`config.mk`:
```
export PLATFORM = sky130hd
export DESIGN_NAME = mul2_share_ctrl
export DESIGN_NICKNAME = d
export VERILOG_FILES = /design/src/rtl/mul2_share_ctrl.sv
export SDC_FILE = /design/constraint.sdc
export NUM_CORES = 1
export LEC_CHECK = 0
export CAP_MARGIN = 25
export CORE_UTILIZATION = 47
export DETAILED_ROUTE_END_ITERATION = 10
export GPL_TIMING_DRIVEN = 0
export MAX_ROUTING_LAYER = met4
export PLACE_DENSITY = 0.78
export SYNTH_ARGS = -nofsm -noshare
export SYNTH_HDL_FRONTEND = slang
export SYNTH_SLANG_ARGS = --single-unit
```
`constraint.sdc`:
```
create_clock -name clk -period 3 [get_ports clk]
set_clock_uncertainty 0.15 [all_clocks]
set_input_delay 0.75 -clock clk [delete_from_list [all_inputs] [get_ports clk]]
set_output_delay 0.75 -clock clk [all_outputs]
set_load 0.02 [all_outputs]
```
`src/rtl/mul2_share_ctrl.sv`:
```
`default_nettype none
// +----------------------------------------------------------------------------+
// | mul2_share_ctrl: two-port round-robin arbiter and sequencer that builds     |
// | 4x4-bit unsigned products from four passes through one 2x2-bit multiplier.  |
// | Revision: 1.0                                                               |
// +----------------------------------------------------------------------------+
module mul2_share_ctrl (
  input  logic       clk,
  input  logic       rst_n,
  input  logic       req0_valid,
  input  logic [3:0] req0_a,
  input  logic [3:0] req0_b,
  output logic       req0_ready,
  input  logic       req1_valid,
  input  logic [3:0] req1_a,
  input  logic [3:0] req1_b,
  output logic       req1_ready,
  output logic       res_valid,
  output logic [7:0] res_p,
  output logic       res_id,
  input  logic       res_ready,
  output logic       busy
);

  typedef enum logic [1:0] {
    S_IDLE = 2'd0,
    S_CALC = 2'd1,
    S_DONE = 2'd2
  } state_t;

  state_t     r_state;
  state_t     w_state_nxt;

  logic [1:0] r_step;
  logic [7:0] r_acc;
  logic [3:0] r_a;
  logic [3:0] r_b;
  logic       r_id;
  logic       r_rr;
  logic       r_res_valid;
  logic [7:0] r_res_p;
  logic       r_res_id;
  logic       r_busy;

  logic       w_idle;
  logic       w_grant;
  logic       w_accept;
  logic [3:0] w_sel_a;
  logic [3:0] w_sel_b;
  logic       w_last_step;
  logic [1:0] w_da;
  logic [1:0] w_db;
  logic [3:0] w_pp;
  logic [7:0] w_pp_sh;
  logic [7:0] w_acc_nxt;

  // ---------------------------------------------------------------------------
  // Arbitration: a lone requester always wins, a tie goes to the rr pointer.
  // ---------------------------------------------------------------------------
  assign w_idle = (r_state == S_IDLE);

  always_comb begin
    w_grant = r_rr;
    if (req0_valid && !req1_valid) begin
      w_grant = 1'b0;
    end else if (req1_valid && !req0_valid) begin
      w_grant = 1'b1;
    end
  end

  assign req0_ready = w_idle && !w_grant && rst_n;
  assign req1_ready = w_idle &&  w_grant && rst_n;
  assign w_accept   = (req0_valid && req0_ready) || (req1_valid && req1_ready);

  assign w_sel_a = w_grant ? req1_a : req0_a;
  assign w_sel_b = w_grant ? req1_b : req0_b;

  // ---------------------------------------------------------------------------
  // Shared 2x2 datapath: step[0] picks the a digit, step[1] picks the b digit,
  // so the shift is twice the number of high digits in play.
  // ---------------------------------------------------------------------------
  assign w_da        = r_step[0] ? r_a[3:2] : r_a[1:0];
  assign w_db        = r_step[1] ? r_b[3:2] : r_b[1:0];
  assign w_pp        = {2'b00, w_da} * {2'b00, w_db};
  assign w_last_step = (r_step == 2'd3);

  always_comb begin
    w_pp_sh = {4'b0000, w_pp};
    case (r_step)
      2'd0:    w_pp_sh = {4'b0000, w_pp};
      2'd1:    w_pp_sh = {2'b00, w_pp, 2'b00};
      2'd2:    w_pp_sh = {2'b00, w_pp, 2'b00};
      default: w_pp_sh = {w_pp, 4'b0000};
    endcase
  end

  assign w_acc_nxt = r_acc + w_pp_sh;

  // ---------------------------------------------------------------------------
  // Control FSM
  // ---------------------------------------------------------------------------
  always_ff @(posedge clk or negedge rst_n) begin
    if (!rst_n) begin
      r_state <= S_IDLE;
    end else begin
      r_state <= w_state_nxt;
    end
  end

  always_comb begin
    w_state_nxt = r_state;
    case (r_state)
      S_IDLE: begin
        if (w_accept) begin
          w_state_nxt = S_CALC;
        end
      end
      S_CALC: begin
        if (w_last_step) begin
          w_state_nxt = S_DONE;
        end
      end
      S_DONE: begin
        if (r_res_valid && res_ready) begin
          w_state_nxt = S_IDLE;
        end
      end
      default: w_state_nxt = S_IDLE;
    endcase
  end

  // ---------------------------------------------------------------------------
  // Job registers, accumulator and result holding registers
  // ---------------------------------------------------------------------------
  always_ff @(posedge clk or negedge rst_n) begin
    if (!rst_n) begin
      r_step      <= 2'd0;
      r_acc       <= 8'd0;
      r_a         <= 4'd0;
      r_b         <= 4'd0;
      r_id        <= 1'b0;
      r_rr        <= 1'b0;
      r_res_valid <= 1'b0;
      r_res_p     <= 8'd0;
      r_res_id    <= 1'b0;
      r_busy      <= 1'b0;
    end else begin
      r_busy <= (w_state_nxt != S_IDLE);
      case (r_state)
        S_IDLE: begin
          if (w_accept) begin
            r_a    <= w_sel_a;
            r_b    <= w_sel_b;
            r_id   <= w_grant;
            r_rr   <= ~r_rr;
            r_acc  <= 8'd0;
            r_step <= 2'd0;
          end
        end
        S_CALC: begin
          r_acc  <= w_acc_nxt;
          r_step <= r_step + 2'd1;
          if (w_last_step) begin
            r_res_p     <= w_acc_nxt;
            r_res_id    <= r_id;
            r_res_valid <= 1'b1;
          end
        end
        S_DONE: begin
          if (r_res_valid && res_ready) begin
            r_res_valid <= 1'b0;
          end
        end
        default: begin
          r_res_valid <= 1'b0;
        end
      endcase
    end
  end

  assign res_valid = r_res_valid;
  assign res_p     = r_res_p;
  assign res_id    = r_res_id;
  assign busy      = r_busy;

endmodule
`default_nettype wire

```
==> flow_summary_export.csv <==
group,metric,value,unit
setup_path,r2r_start,"r_step[1]",
synthesis,yosysTopAreaCell,"dfrtp_1",
power_and_ir_drop,ir_drop,542,uV
clocking,cts_buffers,5,
synthesis,synth.distinct_cells,37,
timing,fmax,340,MHz
clocking,cts_hold_buf,0,
placement,dpl.hpwl,2690,um
setup_path,crit_buf_inv,4,
routing,vias,1542,
timing,period_needed,2.94,ns
finish,regArea,828,sq um
global_route,grt_pass1_wl,6650,um
power_and_ir_drop,clkPwrFrac,14.0,%
placement,place_congestion,0.952,
setup_path,start_kind,"input pin",
timing,fin_crit_sh,98.1,%
routing,first_pass_iters,4,
synthesis,syn_inst,194,
setup_path,required,2.10,ns
setup_path,reg2reg_slack,0.11,ns
setup_path,r2r_cells,12,
routing,ant_nets,0,
global_route,grt_overflow,0,
synthesis,synth-main-ff-cell,"dfrtp_1",
timing,setup_viol,0,
finish,post_route_cells_drive_above_1_share,18.1,%
finish,utilization,66.7,%
floorplanning,core,3720,sq um
finish,stdcell_count,291,
setup_path,startpoint,"req0_valid",
status,status,"completed",
setup_path,path_delay_family,"buffers and inverters",
clocking,path_clk_slew,0.07,ns
synthesis,synth_compound_area_share,13.2,%
placement,place_inst,275,
setup_path,crit_slowest_cell,"clkdlybuf4s50_1",
power_and_ir_drop,swShare,40.8,%
synthesis,syn_nets,227,
setup_path,cp-endpoint,"req1_ready",
synthesis,ys_top_cells_by_area,"dfrtp_1 45%, ha_1 7.4%, mux2i_1 7.0%",
synthesis,synth_top_family_by_area,"simple AND/OR/NAND/NOR gates",
synthesis,synthSimpleGateAreaFrac,16.8,%
timing,tns,0,ns
setup_path,cp_max_fo,4,
setup_path,end_kind,"output port",
power_and_ir_drop,total_power,2430,uW
clocking,h-tree-depth,2,
worst_hold_path,min_path_type,"flop to flop",
setup_path,crit_type,"input pin to output port",
worst_hold_path,hp-start,"res_p[4]",
floorplanning,io_pins,34,
setup_path,path_depth,6,
finish,fillers,295,
floorplanning,die_x,64.8,um
clocking,clk_latency,0.28,ns
synthesis,async_reset_ff_share,100,%
setup_path,max_stage_delay,0.48,ns
clocking,cts_root_buf,"clkbuf_8",
timing,timing.final.hold_violations,0,
routing,viasPerCell,5.30,
flow_run,maxCapViolations,0,
timing,slew_headroom,50.2,%
synthesis,synth_commonest_cells,"33 x dfrtp_1, 33 x nand2_1, 25 x o21ai_0",
power_and_ir_drop,p_seq_share,32.2,%
floorplanning,dieArea,4200,sq um
routing,drt_iter0_drc,63,
finish,multi_input_area,1040,sq um
power_and_ir_drop,p_leak,0.00113,uW
power_and_ir_drop,internal_power,1440,uW
synthesis,synthXorXnorAreaFrac,4.05,%
power_and_ir_drop,pwr-share-comb,53.7,%
synthesis,syn_avg_cell_area,9.55,sq um
global_route,grt_pass1_vias,1485,
floorplanning,initial_core_util,49.8,%
setup_path,crit_path_cell_trace,"clkdlybuf4s50_1 -> inv_1 -> maj3_1 -> buf_6 -> nor2b_1 -> buf_2",
power_and_ir_drop,p_per_area,981,nW/um^2
synthesis,seq_area_frac_synth,44.6,%
routing,wl_per_cell,13.6,um
timing,tightest_slew,0.746,ns
synthesis,ys_seq_elements,33,
synthesis,synthMuxAreaShare,8.85,%
clocking,clkSinkCount,33,
floorplanning,rows,22,
synthesis,synth_edf_count,0,
synthesis,syn-cell-area,1850,sq um
power_and_ir_drop,switching_power,991,uW
placement,io_buffers,33,
finish,antenna_cells,0,
floorplanning,fp.dieH,64.8,um
synthesis,ys.warnings.count,0,
routing,drt_wl_total,3970,um
clocking,cts_tree,"built",
setup_path,worstPathArrival,2.04,ns
timing,drv_slew,0,
global_route,track_usage,21.5,%
routing,drcViolationCount,0,
synthesis,synth_top_area_share,44.6,%
global_route,antenna_found_initial,0,
global_route,grt_max_degree,36,
clocking,clockBufferDepth,2,
finish,nNetsFinal,276,
setup_path,r2r-end,"res_p[7]",
synthesis,synth-adder-area-share,9.05,%
finish,area_delta_synth_final,33.9,%
==> layer usage <==
| layer | vias to the layer above | wire length [um] | global-route usage (%) |
|---|---|---|---|
| met2 | 38 | 1960 | 35.2 |
| met5 | - | 0 | - |
| met1 | 728 | 1840 | 27.0 |
| met4 | 0 | 23 | 5.00 |
| li1 | 772 | - | - |
| met3 | 4 | 142 | 4.75 |
==> cell type report <==
type / instances / share of cell area [%]
Tap cell: 48 / 2.42
Clock buffer: 6 / 3.33
Clock inverter: 1 / 0.303
Sequential cell: 33 / 33.4
Buffer: 7 / 1.41
Timing Repair Buffer: 43 / 15.7
Multi-Input combinational cell: 145 / 42.2
Inverter: 8 / 1.21
==> power groups by stage <==
stage	Clock [uW]	Combinational (uW)	Sequential, uW
after floorplan	0	692	805
after global placement	0	1070	754
after detailed placement	0	1090	761
after CTS	352	1140	775
after global routing	373	1450	807
final	341	1310	784
==> registers in the layout, indices dropped and copies added, names as in the netlist <==
signal     count
r_rr           1
busy           1
r_id           1
res_p          8
r_a            4
r_b            4
res_id         1
r_state        2
res_valid      1
r_acc          8
r_step         2
==> worst min-delay path by stage <==
stage	slack, ns	cells past startpoint	to
after floorplan	0.30	0	busy
after global routing	0.35	1	r_rr
final	0.33	2	res_p[4]
after detailed placement	0.32	2	res_p[6]
after CTS	0.34	2	res_p[6]
after global placement	0.31	2	r_a[0]
==> stage by stage <==
step           hold slack (ns)  setup WS (ns)  cell area [sq um]
6_report                 0.328         0.0574               2480
5_1_grt                  0.350       -0.00142               2480
4_1_cts                  0.335        0.00348               2370
3_5_place_dp             0.320         -0.414               2240
3_3_place_gp             0.312          -1.27               2240
2_1_floorplan            0.299          0.142               1850
==> repair_timing <==
action / in CTS / in global routing
endpoints found under the hold margin: 0 / 0
pin swaps: 5 / 6
setup endpoints to repair: 5 / 10
resized for setup: 19 / 10
setup buffers: 2 / 8
==> logic make-up (layout without fill, tap and decap cells) <==
family,after synthesis,after routing
buffers and inverters,16,65
xor gates and xnor gates,7,7
DFF,33,33
adders and majority gates,13,13
and+or+nand+nor,67,67
AOI/OAI and AO/OA,42,42
muxes,16,16
==> worst register-to-register path, delay by kind of cell (launching register included) <==
family                     cells  cell delay (ns)
adders and majority gates      2             0.61
DFF                            1             0.47
muxes                          2             0.45
AOI/OAI and AO/OA              3             0.43
and+or+nand+nor                3             0.35
xor gates and xnor gates       1             0.17
buffers and inverters          1             0.14
==> layout by cell type (no fill, tap or decap), drive strengths merged, types with 2 or more instances in the layout <==
master and n:
nand2 34, dfrtp 33, clkdlybuf4s50 30, o21ai 27, buf 15, mux2i 13
nand3 11, clkbuf 11, ha 11, nor2 10, inv 8, a21oi 4
o211ai 3, mux2 3, xor2 3, xnor2 3, nand3b 2, o31ai 2
and2 2, a22oi 2, nor2b 2
No activity file was read; power rests on OpenSTA's default activity.
